### config.mk
export PLATFORM = sky130hd
export DESIGN_NAME = rc5_decryptor
export DESIGN_NICKNAME = d
export VERILOG_FILES = /design/src/rtl/rc5_pkg.sv /design/src/rtl/rc5_rotate.sv /design/src/rtl/rc5_decryptor.sv
export SDC_FILE = /design/constraint.sdc
export NUM_CORES = 1
export LEC_CHECK = 0
export ABC_AREA = 0
export ABC_CLOCK_PERIOD_IN_PS = 4400
export CORE_ASPECT_RATIO = 1.25
export CORE_MARGIN = 2
export CORE_UTILIZATION = 35
export DETAILED_ROUTE_END_ITERATION = 8
export GPL_ROUTABILITY_DRIVEN = 1
export GPL_TIMING_DRIVEN = 0
export PLACE_DENSITY = 0.68
export SLEW_MARGIN = 20
export SYNTH_ARGS = -nofsm -noshare
export SYNTH_HDL_FRONTEND = slang
export SYNTH_SLANG_ARGS = --single-unit
### constraint.sdc
create_clock -name clk -period 4.4 [get_ports clk]
set_input_delay 0.88 -clock clk [delete_from_list [all_inputs] [get_ports clk]]
set_output_delay 0.88 -clock clk [all_outputs]
set_load 0.005 [all_outputs]
### src/rtl/rc5_pkg.sv
// Shared RC5 definitions: decryptor FSM state encodings and the RC5 magic constants
// (P_W, Q_W) for every supported word width, so key-mixer benches can reuse them.
package rc5_pkg;

   typedef enum logic [2:0] {
      ST_IDLE = 3'd0,
      ST_ADDR = 3'd1,
      ST_WAIT = 3'd2,
      ST_SUB  = 3'd3,
      ST_ROTX = 3'd4,
      ST_DONE = 3'd5
   } state_t;

   localparam logic [15:0] P_W16 = 16'hB7E1;
   localparam logic [15:0] Q_W16 = 16'h9E37;
   localparam logic [31:0] P_W32 = 32'hB7E15163;
   localparam logic [31:0] Q_W32 = 32'h9E3779B9;
   localparam logic [63:0] P_W64 = 64'hB7E151628AED2A6B;
   localparam logic [63:0] Q_W64 = 64'h9E3779B97F4A7C15;

   function automatic logic [63:0] magic_p(input int w);
      case (w)
         16:      return {48'd0, P_W16};
         64:      return P_W64;
         default: return {32'd0, P_W32};
      endcase
   endfunction

   function automatic logic [63:0] magic_q(input int w);
      case (w)
         16:      return {48'd0, Q_W16};
         64:      return Q_W64;
         default: return {32'd0, Q_W32};
      endcase
   endfunction

endpackage

### src/rtl/rc5_rotate.sv
// Combinational logarithmic barrel rotator; dir=1 rotates left, dir=0 rotates right.
module rc5_rotate #(
   parameter int W        = 32,
   parameter int ROTVALUE = $clog2(W)
) (
   input  logic [W-1:0]        value,
   input  logic                dir,
   input  logic [ROTVALUE-1:0] amount,
   output logic [W-1:0]        result
);

   logic [W-1:0] stage [0:ROTVALUE];

   assign stage[0] = value;

   genvar gi;
   generate
      for (gi = 0; gi < ROTVALUE; gi++) begin : g_stage
         localparam int SH = 1 << gi;
         logic [W-1:0] left;
         logic [W-1:0] right;
         assign left  = {stage[gi][W-SH-1:0], stage[gi][W-1:W-SH]};
         assign right = {stage[gi][SH-1:0], stage[gi][W-1:SH]};
         assign stage[gi+1] = amount[gi] ? (dir ? left : right) : stage[gi];
      end
   endgenerate

   assign result = stage[ROTVALUE];

endmodule

### src/rtl/rc5_decryptor.sv
// Iterative RC5-W/R block decryptor reading the expanded key table through a synchronous S port.
// Define RC5_ENC_MODE_EN to add the iMode input and an encryption walk over the same datapath.
module rc5_decryptor
   import rc5_pkg::*;
#(
   parameter int W        = 32,
   parameter int R        = 12,
   parameter int T        = 2*R+2,
   parameter int T_LENGTH = $clog2(T),
   parameter int ROTVALUE = $clog2(W)
) (
   input  logic                clk,
   input  logic                rst_n,
   input  logic                iStart,
`ifdef RC5_ENC_MODE_EN
   input  logic                iMode,
`endif
   input  logic [W-1:0]        iA,
   input  logic [W-1:0]        iB,
   output logic [T_LENGTH-1:0] oS_address,
   input  logic [W-1:0]        iS_sub_i,
   output logic [W-1:0]        oA,
   output logic [W-1:0]        oB,
   output logic                oBusy,
   output logic                oDone
);

   localparam logic [T_LENGTH-1:0] K_LAST = T_LENGTH'(T-1);

   state_t              state_reg, state_next;
   logic [W-1:0]        a_reg, a_next, b_reg, b_next, tmp_reg, tmp_next;
   logic [W-1:0]        oa_next, ob_next;
   logic [T_LENGTH-1:0] k_reg, k_next, addr_next, start_k, k_step;
   logic                busy_next, done_next, enc;
   logic                odd, k_ge2, k_end;
   logic [W-1:0]        x_word, partner, rot_in, rot_out, arith;

`ifdef RC5_ENC_MODE_EN
   logic enc_reg, enc_next;
   assign enc     = enc_reg;
   assign start_k = iMode ? '0 : K_LAST;
`else
   assign enc     = 1'b0;
   assign start_k = K_LAST;
`endif

   // Odd k works on B with A as partner, even k the other way round.
   assign odd     = k_reg[0];
   assign x_word  = odd ? b_reg : a_reg;
   assign partner = odd ? a_reg : b_reg;
   assign k_ge2   = (k_reg >= T_LENGTH'(2));
   assign k_end   = enc ? (k_reg == K_LAST) : (k_reg == '0);
   assign k_step  = enc ? (k_reg + T_LENGTH'(1)) : (k_reg - T_LENGTH'(1));
   assign rot_in  = enc ? (x_word ^ partner) : tmp_reg;
   assign arith   = enc ? ((k_ge2 ? tmp_reg : x_word) + iS_sub_i) : (x_word - iS_sub_i);

   rc5_rotate #(.W(W), .ROTVALUE(ROTVALUE)) u_rotate (
      .value  (rot_in),
      .dir    (enc),
      .amount (partner[ROTVALUE-1:0]),
      .result (rot_out)
   );

   always_ff @(posedge clk or negedge rst_n) begin
      if (!rst_n) begin
         state_reg  <= ST_IDLE;
         a_reg      <= '0;
         b_reg      <= '0;
         tmp_reg    <= '0;
         k_reg      <= K_LAST;
         oS_address <= K_LAST;
         oA         <= '0;
         oB         <= '0;
         oBusy      <= 1'b0;
         oDone      <= 1'b0;
`ifdef RC5_ENC_MODE_EN
         enc_reg    <= 1'b0;
`endif
      end else begin
         state_reg  <= state_next;
         a_reg      <= a_next;
         b_reg      <= b_next;
         tmp_reg    <= tmp_next;
         k_reg      <= k_next;
         oS_address <= addr_next;
         oA         <= oa_next;
         oB         <= ob_next;
         oBusy      <= busy_next;
         oDone      <= done_next;
`ifdef RC5_ENC_MODE_EN
         enc_reg    <= enc_next;
`endif
      end
   end

   // Decrypt subtracts before rotating; encrypt rotates first and adds S in SUB.
   always_comb begin
      state_next = state_reg;
      case (state_reg)
         ST_IDLE: if (iStart) state_next = ST_ADDR;
         ST_ADDR: state_next = ST_WAIT;
         ST_WAIT: state_next = (enc && k_ge2) ? ST_ROTX : ST_SUB;
         ST_SUB: begin
            if (!enc && k_ge2) state_next = ST_ROTX;
            else if (k_end)    state_next = ST_DONE;
            else               state_next = ST_ADDR;
         end
         ST_ROTX: state_next = enc ? ST_SUB : ST_ADDR;
         ST_DONE: state_next = ST_IDLE;
         default: state_next = ST_IDLE;
      endcase
   end

   always_comb begin
      a_next    = a_reg;
      b_next    = b_reg;
      tmp_next  = tmp_reg;
      k_next    = k_reg;
      addr_next = oS_address;
      oa_next   = oA;
      ob_next   = oB;
      busy_next = oBusy;
      done_next = 1'b0;
`ifdef RC5_ENC_MODE_EN
      enc_next  = enc_reg;
`endif
      case (state_reg)
         ST_IDLE: begin
            if (iStart) begin
               a_next    = iA;
               b_next    = iB;
               k_next    = start_k;
               addr_next = start_k;
               busy_next = 1'b1;
`ifdef RC5_ENC_MODE_EN
               enc_next  = iMode;
`endif
            end
         end
         ST_SUB: begin
            if (!enc && k_ge2) begin
               tmp_next = arith;
            end else begin
               if (odd) b_next = arith;
               else     a_next = arith;
               if (!k_end) begin
                  k_next    = k_step;
                  addr_next = k_step;
               end
            end
         end
         ST_ROTX: begin
            if (enc) begin
               tmp_next = rot_out;
            end else begin
               if (odd) b_next = rot_out ^ partner;
               else     a_next = rot_out ^ partner;
               k_next    = k_step;
               addr_next = k_step;
            end
         end
         default: ;
      endcase
      // Results and the strobe are loaded on the edge that enters DONE.
      if (state_reg != ST_DONE && state_next == ST_DONE) begin
         oa_next   = a_next;
         ob_next   = b_next;
         done_next = 1'b1;
         busy_next = 1'b0;
      end
   end

endmodule

==> summary.md, run 1 <==
| Metric | Value |
|---|---|
| Layout cells sized above 1 | 13.2% |
| Layout area overhead | 27.1% |
| Clk Tree Root Cell | clkbuf_16 |
| Synth Flop Type | dfrtp_1 |
| Post-synth EDFFs | 0 |
| Multi-input logic area | 7720 um^2 |
| Tcrit/Tclk final | 99.4% |
| Buffers on Ports | 169 |
| Vias in the first global route | 12,000 |
| GRT overflow | 0 |
| Crit-path max FO | 15 |
| Final ANT Viol Nets | 0 |
| Via density | 6.16 |
| CTS tree | yes |
| Slew Limit Headroom | 24.2% |
| P per Cell Area | 802 nW/um^2 |
| FF-to-FF setup slack | 0.03 ns |
| Avg Inst Size Synth | 9.40 um^2 |
| Crit end category | flip-flop |
| Final hold viol count | 0 |
| Fmax | 229 MHz |
| Post-synth ARST share | 100% |
| Yosys top cell area share | 34.2% |
| Core Footprint | 34,400 um^2 |
| Crit Path Class | flip-flop to flip-flop |
| Post-Route WL | 54,800 um |
| Reg clk slew, reported paths | 0.07 ns |
| Peak supply drop | 0.357 mV |
| Unique masters post-synth | 71 |
| Site Rows | 76 |
| Setup Viol. Count Final | 0 |
| Largest cells by area after synthesis | dfrtp_1 (34%), mux2i_1 (6.6%), mux4_2 (5.9%) |
| #FFs+latches synth | 170 |
| Status | finished with violations |
| Total of max-cap violations | 0 |
| Max Slew Vio Count | 0 |
| FF-to-FF path depth | 14 |
| Worst R2R Start | k_reg[0] |
| Failing checks | design-rule violations |
| Mapped cell area | 12,200 um^2 |
| Sequential cell area | 4260 um^2 |
| YS warnings | 0 |
| Cts bufs inserted | 17 |
| CP max-delay cell | dfstp_2 |
| Initial antenna violation count | 0 |
| Clk buf depth | 2 |
| Setup Skew | 0.0120 ns |
| Num ports | 170 |
| Overall Global Routing Usage | 30.0% |
| Skew-Pair Late Insertion Delay | 0.45 ns |
| Avg WL per Cell | 27.8 um |
| Synthesized net count | 1,438 |
| First-pass DRT Iterations | 9 |
| Via count | 12,100 |
| Crit-path cells | buf_12 -> buf_6 -> buf_8 -> mux2_2 -> ha_1 -> nor2b_1 -> o2111ai_2 -> a31oi_1 -> a211o_2 -> a211oi_4 -> o31a_1 -> xor2_2 -> o21ai_1 -> mux2_2 |
| Die W | 171 um |
| Nets@finish | 1,630 |
| Tmin final | 4.37 ns |
| R2r endpoint | oA[25] |
| CP required | 4.73 ns |
| Largest net degree at the start of global routing | 97 |
| CP startpoint kind | flip-flop |
| Critical path arrival | 4.70 ns |
| Area post-placement | 14,500 um^2 |
| Hold crit path type | input port to asynchronous set/reset pin |
| Most frequent CP cell | mux2_2 |
| Leak | 6.53 nW |
| Final setup TNS | 0 ns |
| Die area | 36,400 um^2 |
| Die height | 213 um |
| GPL Wtd Cong | 1.01 |
| Post-Synthesis Cells | 1,299 |
| Seq/Total Area, Yosys | 34.9% |
| Drt drc | 7 |
| Initial core utilization | 35.5% |
| Fin area | 15,500 um^2 |
| Max incr delay on CP | 0.55 ns |
| Post-DP HPWL | 42,100 um |
| Clock sinks | 170 |
| First-pass GRT wire length | 78,800 um |
| H-tree levels | 4 |
| Slew @ Worst Pin | 1.14 ns |
| Filler cells | 3,422 |
| Synth area leader | dfrtp_1 |
| Starting DRT DRC Count | 1,406 |
## cell usage after synthesis (28+ instances only)
master,instances
dfrtp_1,167
nand2_1,132
o21ai_0,109
nor2_1,85
mux2i_1,80
a21oi_1,79
mux2_2,59
clkbuf_1,58
xor2_1,48
xnor2_1,40
ha_1,39
inv_1,38
mux4_2,32
nand3_1,28
## logic make-up after synthesis
family                     after synthesis  synth area share (%)
muxes                                  177                  18.6
and+or+nand+nor                        307                  11.0
adders and majority gates               40                  4.16
buffers and inverters                  120                  3.91
AOI/OAI and AO/OA                      397                  21.2
xor gates and xnor gates                88                  6.31
DFF                                    170                  34.9
## what timing repair did
| item | 4_1_cts | 5_1_grt |
|---|---|---|
| pin swaps | 5 | 7 |
| hold buffers | 0 | 0 |
| gates resized for setup | 44 | 24 |
| setup buffers | 5 | 3 |
| setup endpoints to repair | 148 | 39 |
## worst max-delay path, delay by kind of cell, from the launching register on
family          cells  cell delay [ns]
mux                 2             0.68
xor+xnor            1             0.31
simple gates        1             0.15
buf+inv             3             0.52
fa+ha+maj           1             0.27
compound gates      6             1.73
flops               1             0.55
## routing by layer
metal / share of wire (%) / up-vias / GRT usage [%]
li1: - / 5231 / -
met1: 37 / 6066 / 36.1
met2: 48 / 672 / 49.9
met3: 7.7 / 180 / 4.99
met4: 6.6 / 0 / 18.3
met5: 0 / - / 0
## placed cells by master (no fill, tap or decap), types with 5 or more instances in the layout
master and instances:
a31oi_1 14, clkdlybuf4s50_1 168, nor3_1 14, buf_4 11, a21oi_1 78, nand2b_1 5, nand3_1 27, a21o_1 15
a221o_1 7, and2_1 8, o211ai_1 21, a211oi_1 7, buf_2 6, o21ai_1 23, a22oi_1 18, clkbuf_1 50
mux2i_1 79, clkbuf_16 17, a221oi_1 14, buf_1 9, xnor2_1 36, mux2_2 59, mux4_2 32, a222oi_1 25
ha_1 37, o21a_1 12, nor2_1 80, a32o_1 6, xor2_1 46, and3_1 10, dfrtp_1 167, nand2_1 130
o21ai_0 104, inv_1 38, o31ai_1 6, nor2_2 5
## worst max path at each step
| stage | end | cells after the start | slack (ns) | from |
|---|---|---|---|---|
| 3_5_place_dp | oB[22] | 18 | -1.90 | k_reg[0] |
| 4_1_cts | oA[28] | 15 | -0.005 | k_reg[0] |
| 6_report | oA[25] | 14 | 0.03 | k_reg[0] |
| 3_3_place_gp | oB[5] | 1 | -4.81 | rst_n |
| 5_1_grt | oA[29] | 12 | -0.0004 | k_reg[0] |
| 2_1_floorplan | oB[28] | 17 | 0.02 | k_reg[0] |
## layout make-up
type / instances / area share [%]
repair buffers: 178 / 11.5
plain buffers: 75 / 2.41
well taps: 468 / 3.77
clock inverters: 12 / 1.22
inverters: 40 / 0.967
flip-flops and latches: 170 / 27.4
multi-input cells: 1009 / 49.8
diodes: 1 / 0.0161
clock buffers: 19 / 2.92
## where the power goes
group | total, W | switching [W] | internal (W)
registers | 0.00262 | 0.000610 | 0.00201
clock network | 0.00169 | 0.000706 | 0.000988
logic | 0.00813 | 0.00492 | 0.00321
total | 0.0124 | 0.00624 | 0.00621
## stage by stage
stage / instances / utilization [%] / power (W) / hold slack, ns / setup slack (ns)
floorplan: 1299 / - / 0.00763 / 0.470 / 0.0173
global placement: 1936 / 42.1 / 0.0101 / 0.465 / -4.81
detailed placement: 1937 / 42.2 / 0.0102 / 0.474 / -1.90
CTS: 1969 / 44.7 / 0.0121 / 0.450 / -0.00523
global route: 1971 / 45.1 / 0.0130 / 0.464 / -0.000437
finish: 1972 / 45.1 / 0.0124 / 0.413 / 0.0273
Note: power is estimated with default switching activity, not from simulation.
==> inputs of run 2 (changes only) <==
--- a/config.mk
+++ b/config.mk
@@ -13,8 +13,9 @@
 export DETAILED_ROUTE_END_ITERATION = 8
 export GPL_ROUTABILITY_DRIVEN = 1
 export GPL_TIMING_DRIVEN = 0
-export PLACE_DENSITY = 0.68
+export PLACE_DENSITY = 0.67
 export SLEW_MARGIN = 20
 export SYNTH_ARGS = -nofsm -noshare
 export SYNTH_HDL_FRONTEND = slang
+export SYNTH_HIERARCHICAL = 1
 export SYNTH_SLANG_ARGS = --single-unit
==> summary.md, run 2 <==
| Metric | Value |
|---|---|
| Status | complete, no violations |
| Unique masters post-synth | 79 (+11%) |
| Post-Route WL | 65,300 um (+19%) |
| Mapped cell area | 14,400 um^2 (+18%) |
| Die area | 42,800 um^2 (+18%) |
| Reg clk slew, reported paths | 0.07 ns (about the same) |
| Synthesized net count | 1,803 (+25%) |
| Seq/Total Area, Yosys | 29.6% (-5.3 points) |
| First-pass DRT Iterations | 7 (-2) |
| Filler cells | 3,903 (+14%) |
| Setup Skew | 0.0119 ns (-0.000132 ns) |
| Layout area overhead | 29.0% |
| Site Rows | 83 (+9.2%) |
| Drt drc | 0 (-7) |
| Initial antenna violation count | 0 (unchanged) |
| H-tree levels | 4 (unchanged) |
| Yosys top cell area share | 29.0% (-5.2 points) |
| Most frequent cells in the layout | nand2_1 (200), nor2_1 (173), clkdlybuf4s50_1 (168) |
| Met3 Routed Length | 5720 um (+35%) |
| Crit-path max FO | 10 (-5) |
| Slew Limit Headroom | 23.2% (-1.0 points) |
| GPL Wtd Cong | 0.978 (-2.8%) |
| Final worst setup slack | 0.0517 ns (+0.0243 ns) |
| GRT overflow | 0 (unchanged) |
| Inst Count DP | 2,387 (+23%) |
| Final hold viol count | 0 (unchanged) |
| Nets@finish | 2,029 (+24%) |
| Most common cell after layout, fill and taps aside | nand2_1 |
| # hold bufs at CTS | 0 (unchanged) |
| Clk Tree Root Cell | clkbuf_16 |
| Largest cells by area after synthesis | dfrtp_1 (29%), mux2_2 (7.7%), mux4_2 (5.8%) |
| Cts bufs inserted | 17 (unchanged) |
| Post-synth EDFFs | 0 (unchanged) |
| Post-synth ARST share | 100% (unchanged) |
| Met2 WL post-DR | 30,100 um (+14%) |
| M1 WL | 24,100 um (+18%) |
| Clock sinks | 170 (unchanged) |
| #FFs+latches synth | 170 (unchanged) |
| Post-DP HPWL | 50,000 um (+19%) |
| Total of max-cap violations | 0 (unchanged) |
| Critical path arrival | 4.69 ns (about the same) |
| Num ports | 170 (unchanged) |
| Core Footprint | 40,800 um^2 (+19%) |
| Area post-placement | 16,800 um^2 (+16%) |
| Fmax | 230 MHz (+0.56%) |
| Skew-Pair Late Insertion Delay | 0.47 ns (+0.02 ns) |
| FF-to-FF setup slack | 0.05 ns (+0.02 ns) |
| Highest metal used | met4 |
| Avg Inst Size Synth | 8.66 um^2 (-7.9%) |
| Max Slew Vio Count | 0 (unchanged) |
| R2r endpoint | oB[16] |
| Final ANT Viol Nets | 0 (unchanged) |
| Tmin final | 4.35 ns (-0.0243 ns) |
| Dpl ws | -2.24 ns (-0.335 ns) |
| YS warnings | 6 (+6) |
| Sequential cell area | 4260 um^2 (about the same) |
| Overall Global Routing Usage | 30.2% (+0.28 points) |
| Layout cells sized above 1 | 19.4% (+6.2 points) |
| Via count | 15,600 (+29%) |
| Hold crit path type | input port to asynchronous set/reset pin |
| Buffers on Ports | 169 (unchanged) |
| Vias in the first global route | 15,200 (+27%) |
| Post-Synthesis Cells | 1,664 (+28%) |
| Die W | 185 um (+8.4%) |
| Worst R2R Start | k_reg[0] |
| RSZ-0062 raised after global routing | yes |
| Final setup TNS | 0 ns (unchanged) |
| First-pass GRT wire length | 96,200 um (+22%) |
| CTS tree | yes |
| Crit Path Class | flip-flop to flip-flop |
| Multi-input logic area | 9980 um^2 (+29%) |
| Setup Viol. Count Final | 0 (unchanged) |
| CP startpoint kind | flip-flop |
| Avg WL per Cell | 26.6 um (-4.2%) |
| CP required | 4.74 ns (about the same) |
| Tcrit/Tclk final | 98.8% (-0.55 points) |
| Crit end category | flip-flop |
| Slew @ Worst Pin | 1.14 ns (+0.00644 ns) |
| Synth Flop Type | dfrtp_1 |
| Clk buf depth | 2 (unchanged) |
| Via density | 6.36 (+3.3%) |
| Starting DRT DRC Count | 2,031 (+44%) |
| Synth top cells by count | nand2_1 (202), nor2_1 (180), dfrtp_1 (167) |
| Top-count cell post-synth | nand2_1 |
| # diodes | 0 (-1) |
| Initial core utilization | 35.3% (-0.18 points) |
| Die height | 231 um (+8.5%) |
| FF-to-FF path depth | 13 (-1) |
| Largest net degree at the start of global routing | 90 (-7.2%) |
| Synth area leader | dfrtp_1 |
| Post-Layout Cell Count | 2,455 (+24%) |
| Fin area | 18,600 um^2 (+20%) |
run 2: changes by cell type after synthesis, moves of 31 or more:
cell and delta:
nand2_1 +70, mux2i_1 -31, o22ai_1 +35, xnor2_1 +37
mux2_2 +40, xor2_1 -31, nor2_1 +95
run 2: kinds of logic (layout without fill, tap and decap cells):
group / Yosys count / after routing / synth area share (%)
buf+inv: 169 / 408 / 5.24
mux: 195 / 195 / 17.8
compound gates: 519 / 519 / 24.3
simple gates: 476 / 476 / 13.9
other cells: 1 / 1 / 0.0260
flops: 170 / 170 / 29.6
xor+xnor: 94 / 94 / 5.71
fa+ha+maj: 40 / 40 / 3.53
run 2: layout make-up:
class	count	share of cell area [%]
clock inverters	13	0.842
well taps	552	3.72
plain buffers	118	4.47
flip-flops and latches	170	22.9
inverters	49	1.01
clock buffers	19	2.33
multi-input cells	1325	53.7
repair buffers	209	11.0
run 2: per-layer routing:
metal | track usage [%] | vias up
li1 | - | 6710
met1 | 36.5 | 7616
met2 | 48.5 | 1010
met3 | 5.22 | 282
met4 | 21.7 | 0
met5 | 0 | -
run 2: repair_timing:
action / in CTS / in global routing
pin swaps: 13 / 27
resized for setup: 152 / 72
cloned: 0 / 1
setup endpoints to repair: 155 / 75
setup buffers: 10 / 27
run 2: worst max-delay path by stage:
stage / endpoint / slack (ns) / start / cells past startpoint
after floorplan: oA[29] / 0.04 / k_reg[0] / 18
after global placement: oB[3] / -4.82 / rst_n / 1
after detailed placement: oA[21] / -2.24 / k_reg[0] / 18
after CTS: oB[20] / 0.004 / k_reg[0] / 15
after global routing: oB[30] / -0.04 / k_reg[0] / 16
final: oB[16] / 0.05 / k_reg[0] / 13
run 2: per-stage QoR:
| step | hold WS, ns | util [%] |
|---|---|---|
| after CTS | 0.441 | 44.4 |
| after global placement | 0.471 | 41.1 |
| after floorplan | 0.445 | - |
| after detailed placement | 0.462 | 41.2 |
| after global routing | 0.462 | 45.5 |
| final | 0.408 | 45.5 |
run 2: worst max-delay path: stages, from the launching register on:
cell and delay, ns:
dfstp_4 0.69, buf_6 0.17, clkbuf_4 0.25, buf_6 0.20, mux2_2 0.35, ha_1 0.33, o21ai_0 0.51, nor3_4 0.13
o2111ai_4 0.29, a21oi_1 0.19, nor2_1 0.20, xor2_1 0.43, o21ai_1 0.17, mux2_2 0.30
Power of run 2 is left out: the tool's default activity adds up to more than one toggle a clock period on the data nets, which glitch-free logic cannot reach.
==> inputs of run 3 (changes only) <==
--- a/config.mk
+++ b/config.mk
@@ -5,7 +5,7 @@
 export SDC_FILE = /design/constraint.sdc
 export NUM_CORES = 1
 export LEC_CHECK = 0
-export ABC_AREA = 0
+export ABC_AREA = 1
 export ABC_CLOCK_PERIOD_IN_PS = 4400
 export CORE_ASPECT_RATIO = 1.25
 export CORE_MARGIN = 2
==> summary.md, run 3 <==
| Metric | Value |
|---|---|
| Status | complete, no violations |
| # hold bufs at CTS | 0 (unchanged) |
| First-pass GRT wire length | 112,000 um (+17%) |
| Post-Synthesis Cells | 2,568 (+54%) |
| Initial antenna violation count | 0 (unchanged) |
| Synth area leader | dfrtp_1 |
| CP startpoint kind | flip-flop |
| Synth Flop Type | dfrtp_1 |
| Post-synth EDFFs | 0 (unchanged) |
| Hold crit path type | input port to asynchronous set/reset pin |
| Hold_ws | 0.350 ns (-0.0577 ns) |
| Setup Viol. Count Final | 0 (unchanged) |
| Skew-Pair Late Insertion Delay | 0.48 ns (about the same) |
| Post-synth ARST share | 100% (unchanged) |
| Via count | 18,400 (+18%) |
| Final hold viol count | 0 (unchanged) |
| Initial core utilization | 35.3% (about the same) |
| Slew @ Worst Pin | 0.984 ns (-0.160 ns) |
| Layout area overhead | 20.2% |
| Setup Skew | 0.0142 ns (+0.00234 ns) |
| Inst Count DP | 3,312 (+39%) |
| Seq/Total Area, Yosys | 27.4% (-2.2 points) |
| Total of max-cap violations | 0 (unchanged) |
| RSZ-0062 raised after global routing | yes |
| Reg clk slew, reported paths | 0.08 ns (about the same) |
| First-pass DRT Iterations | 8 (+1) |
| Crit Path Class | flip-flop to flip-flop |
| Site Rows | 86 (+3.6%) |
| Overall Global Routing Usage | 33.4% (+3.1 points) |
| Multi-input logic area | 9770 um^2 (-2.1%) |
| Top-count cell post-synth | nand2_1 |
| Crit end category | flip-flop |
| Critical path arrival | 4.66 ns (-0.03 ns) |
| Tmin final | 4.29 ns (-0.0617 ns) |
| Unique masters post-synth | 48 (-39%) |
| Avg Inst Size Synth | 6.06 um^2 (-30%) |
| Largest cells by area after synthesis | dfrtp_1 (27%), nand2_1 (25%), nand3_1 (16%) |
| Buffers on Ports | 169 (unchanged) |
| Mapped cell area | 15,500 um^2 (+7.9%) |
| Sequential cell area | 4260 um^2 (about the same) |
| Num ports | 170 (unchanged) |
| Fmax | 233 MHz (+1.4%) |
| Die area | 46,100 um^2 (+7.8%) |
| Die W | 193 um (+3.8%) |
| Layout cells sized above 1 | 7.72% (-12 points) |
| Post-Layout Cell Count | 3,345 (+36%) |
| Slew Limit Headroom | 34.4% (+11 points) |
| Post-Route WL | 76,700 um (+17%) |
| Cts bufs inserted | 17 (unchanged) |
| Finished Core Util | 42.5% (-3.1 points) |
| Via density | 5.50 (-14%) |
| GRT overflow | 0 (unchanged) |
| Core Footprint | 44,000 um^2 (+7.8%) |
| Global routing's busiest layer | met2 |
| Crit-path max FO | 10 (unchanged) |
| Met2 usage | 58.2% (+9.7 points) |
| Most frequent cells in the layout | nand2_1 (1,029), nand3_1 (486), inv_1 (216) |
| Clock sinks | 170 (unchanged) |
| Nets@finish | 2,899 (+43%) |
| Max Slew Vio Count | 0 (unchanged) |
| Clk buf depth | 2 (unchanged) |
| Starting DRT DRC Count | 1,749 (-14%) |
| Filler cells | 4,723 (+21%) |
| Most common cell after layout, fill and taps aside | nand2_1 |
| Largest net degree at the start of global routing | 92 (+2.2%) |
| Final ANT Viol Nets | 0 (unchanged) |
| Avg WL per Cell | 22.9 um (-14%) |
| CP required | 4.77 ns (+0.03 ns) |
| Yosys top cell area share | 26.9% (-2.1 points) |
| # diodes | 0 (unchanged) |
| Clk Tree Root Cell | clkbuf_16 |
| Die height | 240 um (+3.8%) |
| GRT met3 Usage | 5.44% (+0.21 points) |
| Drt drc | 0 (unchanged) |
| YS warnings | 6 (unchanged) |
| Tcrit/Tclk final | 97.4% (-1.4 points) |
| GPL Wtd Cong | 1.01 (+3.4%) |
| H-tree levels | 4 (unchanged) |
| #FFs+latches synth | 170 (unchanged) |
| Met1 usage | 38.2% (+1.8 points) |
| Synth top cells by count | nand2_1 (1,032), nand3_1 (487), inv_1 (216) |
| Post-DP HPWL | 62,400 um (+25%) |
| Vias in the first global route | 17,800 (+17%) |
| CTS tree | yes |
## run 3: changes by cell type in the layout (fill, tap and decap cells not counted), sizes merged, moves of 28 or more
cell	before	now
nand2	202	1043
a222oi	54	0
nor2	182	80
o21ai	150	109
xnor2	77	14
mux2	109	0
mux4	37	0
or2	5	42
nand3	15	516
inv	53	236
clkbuf	89	61
o22ai	39	0
mux2i	49	1
## run 3: final cells by class
cell class,count,share of cell area [%]
sequential,170,22.8
clock inverter,15,0.930
timing repair buffer,171,9.26
multi-input combinational,2039,52.3
clock buffer,17,2.28
tap,572,3.83
buffer,133,4.04
inverter,228,4.61
## run 3: path summary, 6_finish.rpt
kind	from	slack, ns	cells after the start	to
setup / recovery	k_reg[0]	0.11	19	oA[24]
hold / removal	rst_n	0.35	1	oB[20]
setup reg to reg	k_reg[0]	0.11	19	oA[24]
hold reg to reg	oB[13]	0.48	2	oB[13]
max in group asynchronous	rst_n	3.09	2	b_reg[13]
min in group clk	oB[13]	0.48	2	oB[13]
## run 3: cells by family (layout without fill, tap and decap cells)
logic type,count (synthesis),after routing,share of synthesized area (%)
simple gates,1699,1699,47.6
buf+inv,361,564,10.3
compound gates,250,250,8.85
flops,170,170,27.4
xor+xnor,46,46,2.59
fa+ha+maj,40,40,3.27
other cells,1,3,0.0241
mux,1,1,0.0644
## run 3: stage by stage
stage / setup WS (ns) / area, um^2 / setup TNS [ns]
detailed placement: -0.164 / 18000 / -1.08
global route: -0.0181 / 18700 / -0.0305
global placement: -4.84 / 18000 / -812.16
CTS: 0.0157 / 18600 / 0
finish: 0.113 / 18700 / 0
floorplan: 1.20 / 15600 / 0
## run 3: layer usage
metal | up-vias | wire length [um]
met3 | 227 | 4540
met4 | 0 | 5170
li1 | 8678 | -
met1 | 8689 | 29700
met5 | - | 0
met2 | 788 | 37300
## run 3: what timing repair did
| item | CTS | global route |
|---|---|---|
| pin swaps | 0 | 1 |
| setup endpoints to repair | 22 | 78 |
| setup buffers | 0 | 1 |
| resized for setup | 5 | 21 |
## run 3: worst max-delay path, cell delays in order (launching register included)
cell and delay, ns:
dfstp_2 0.56, buf_6 0.15, buf_6 0.17, buf_2 0.23
clkbuf_4 0.28, clkbuf_4 0.27, mux2i_2 0.36, ha_1 0.21
inv_1 0.05, fa_1 0.48, nand3_1 0.11, nand3_1 0.17
nand2_1 0.10, nand2_1 0.17, nand3_1 0.15, nand4_1 0.23
nand3_1 0.20, nand3_1 0.13, nand2_1 0.09, nand2_1 0.04
Power of run 3 is left out for the same reason.
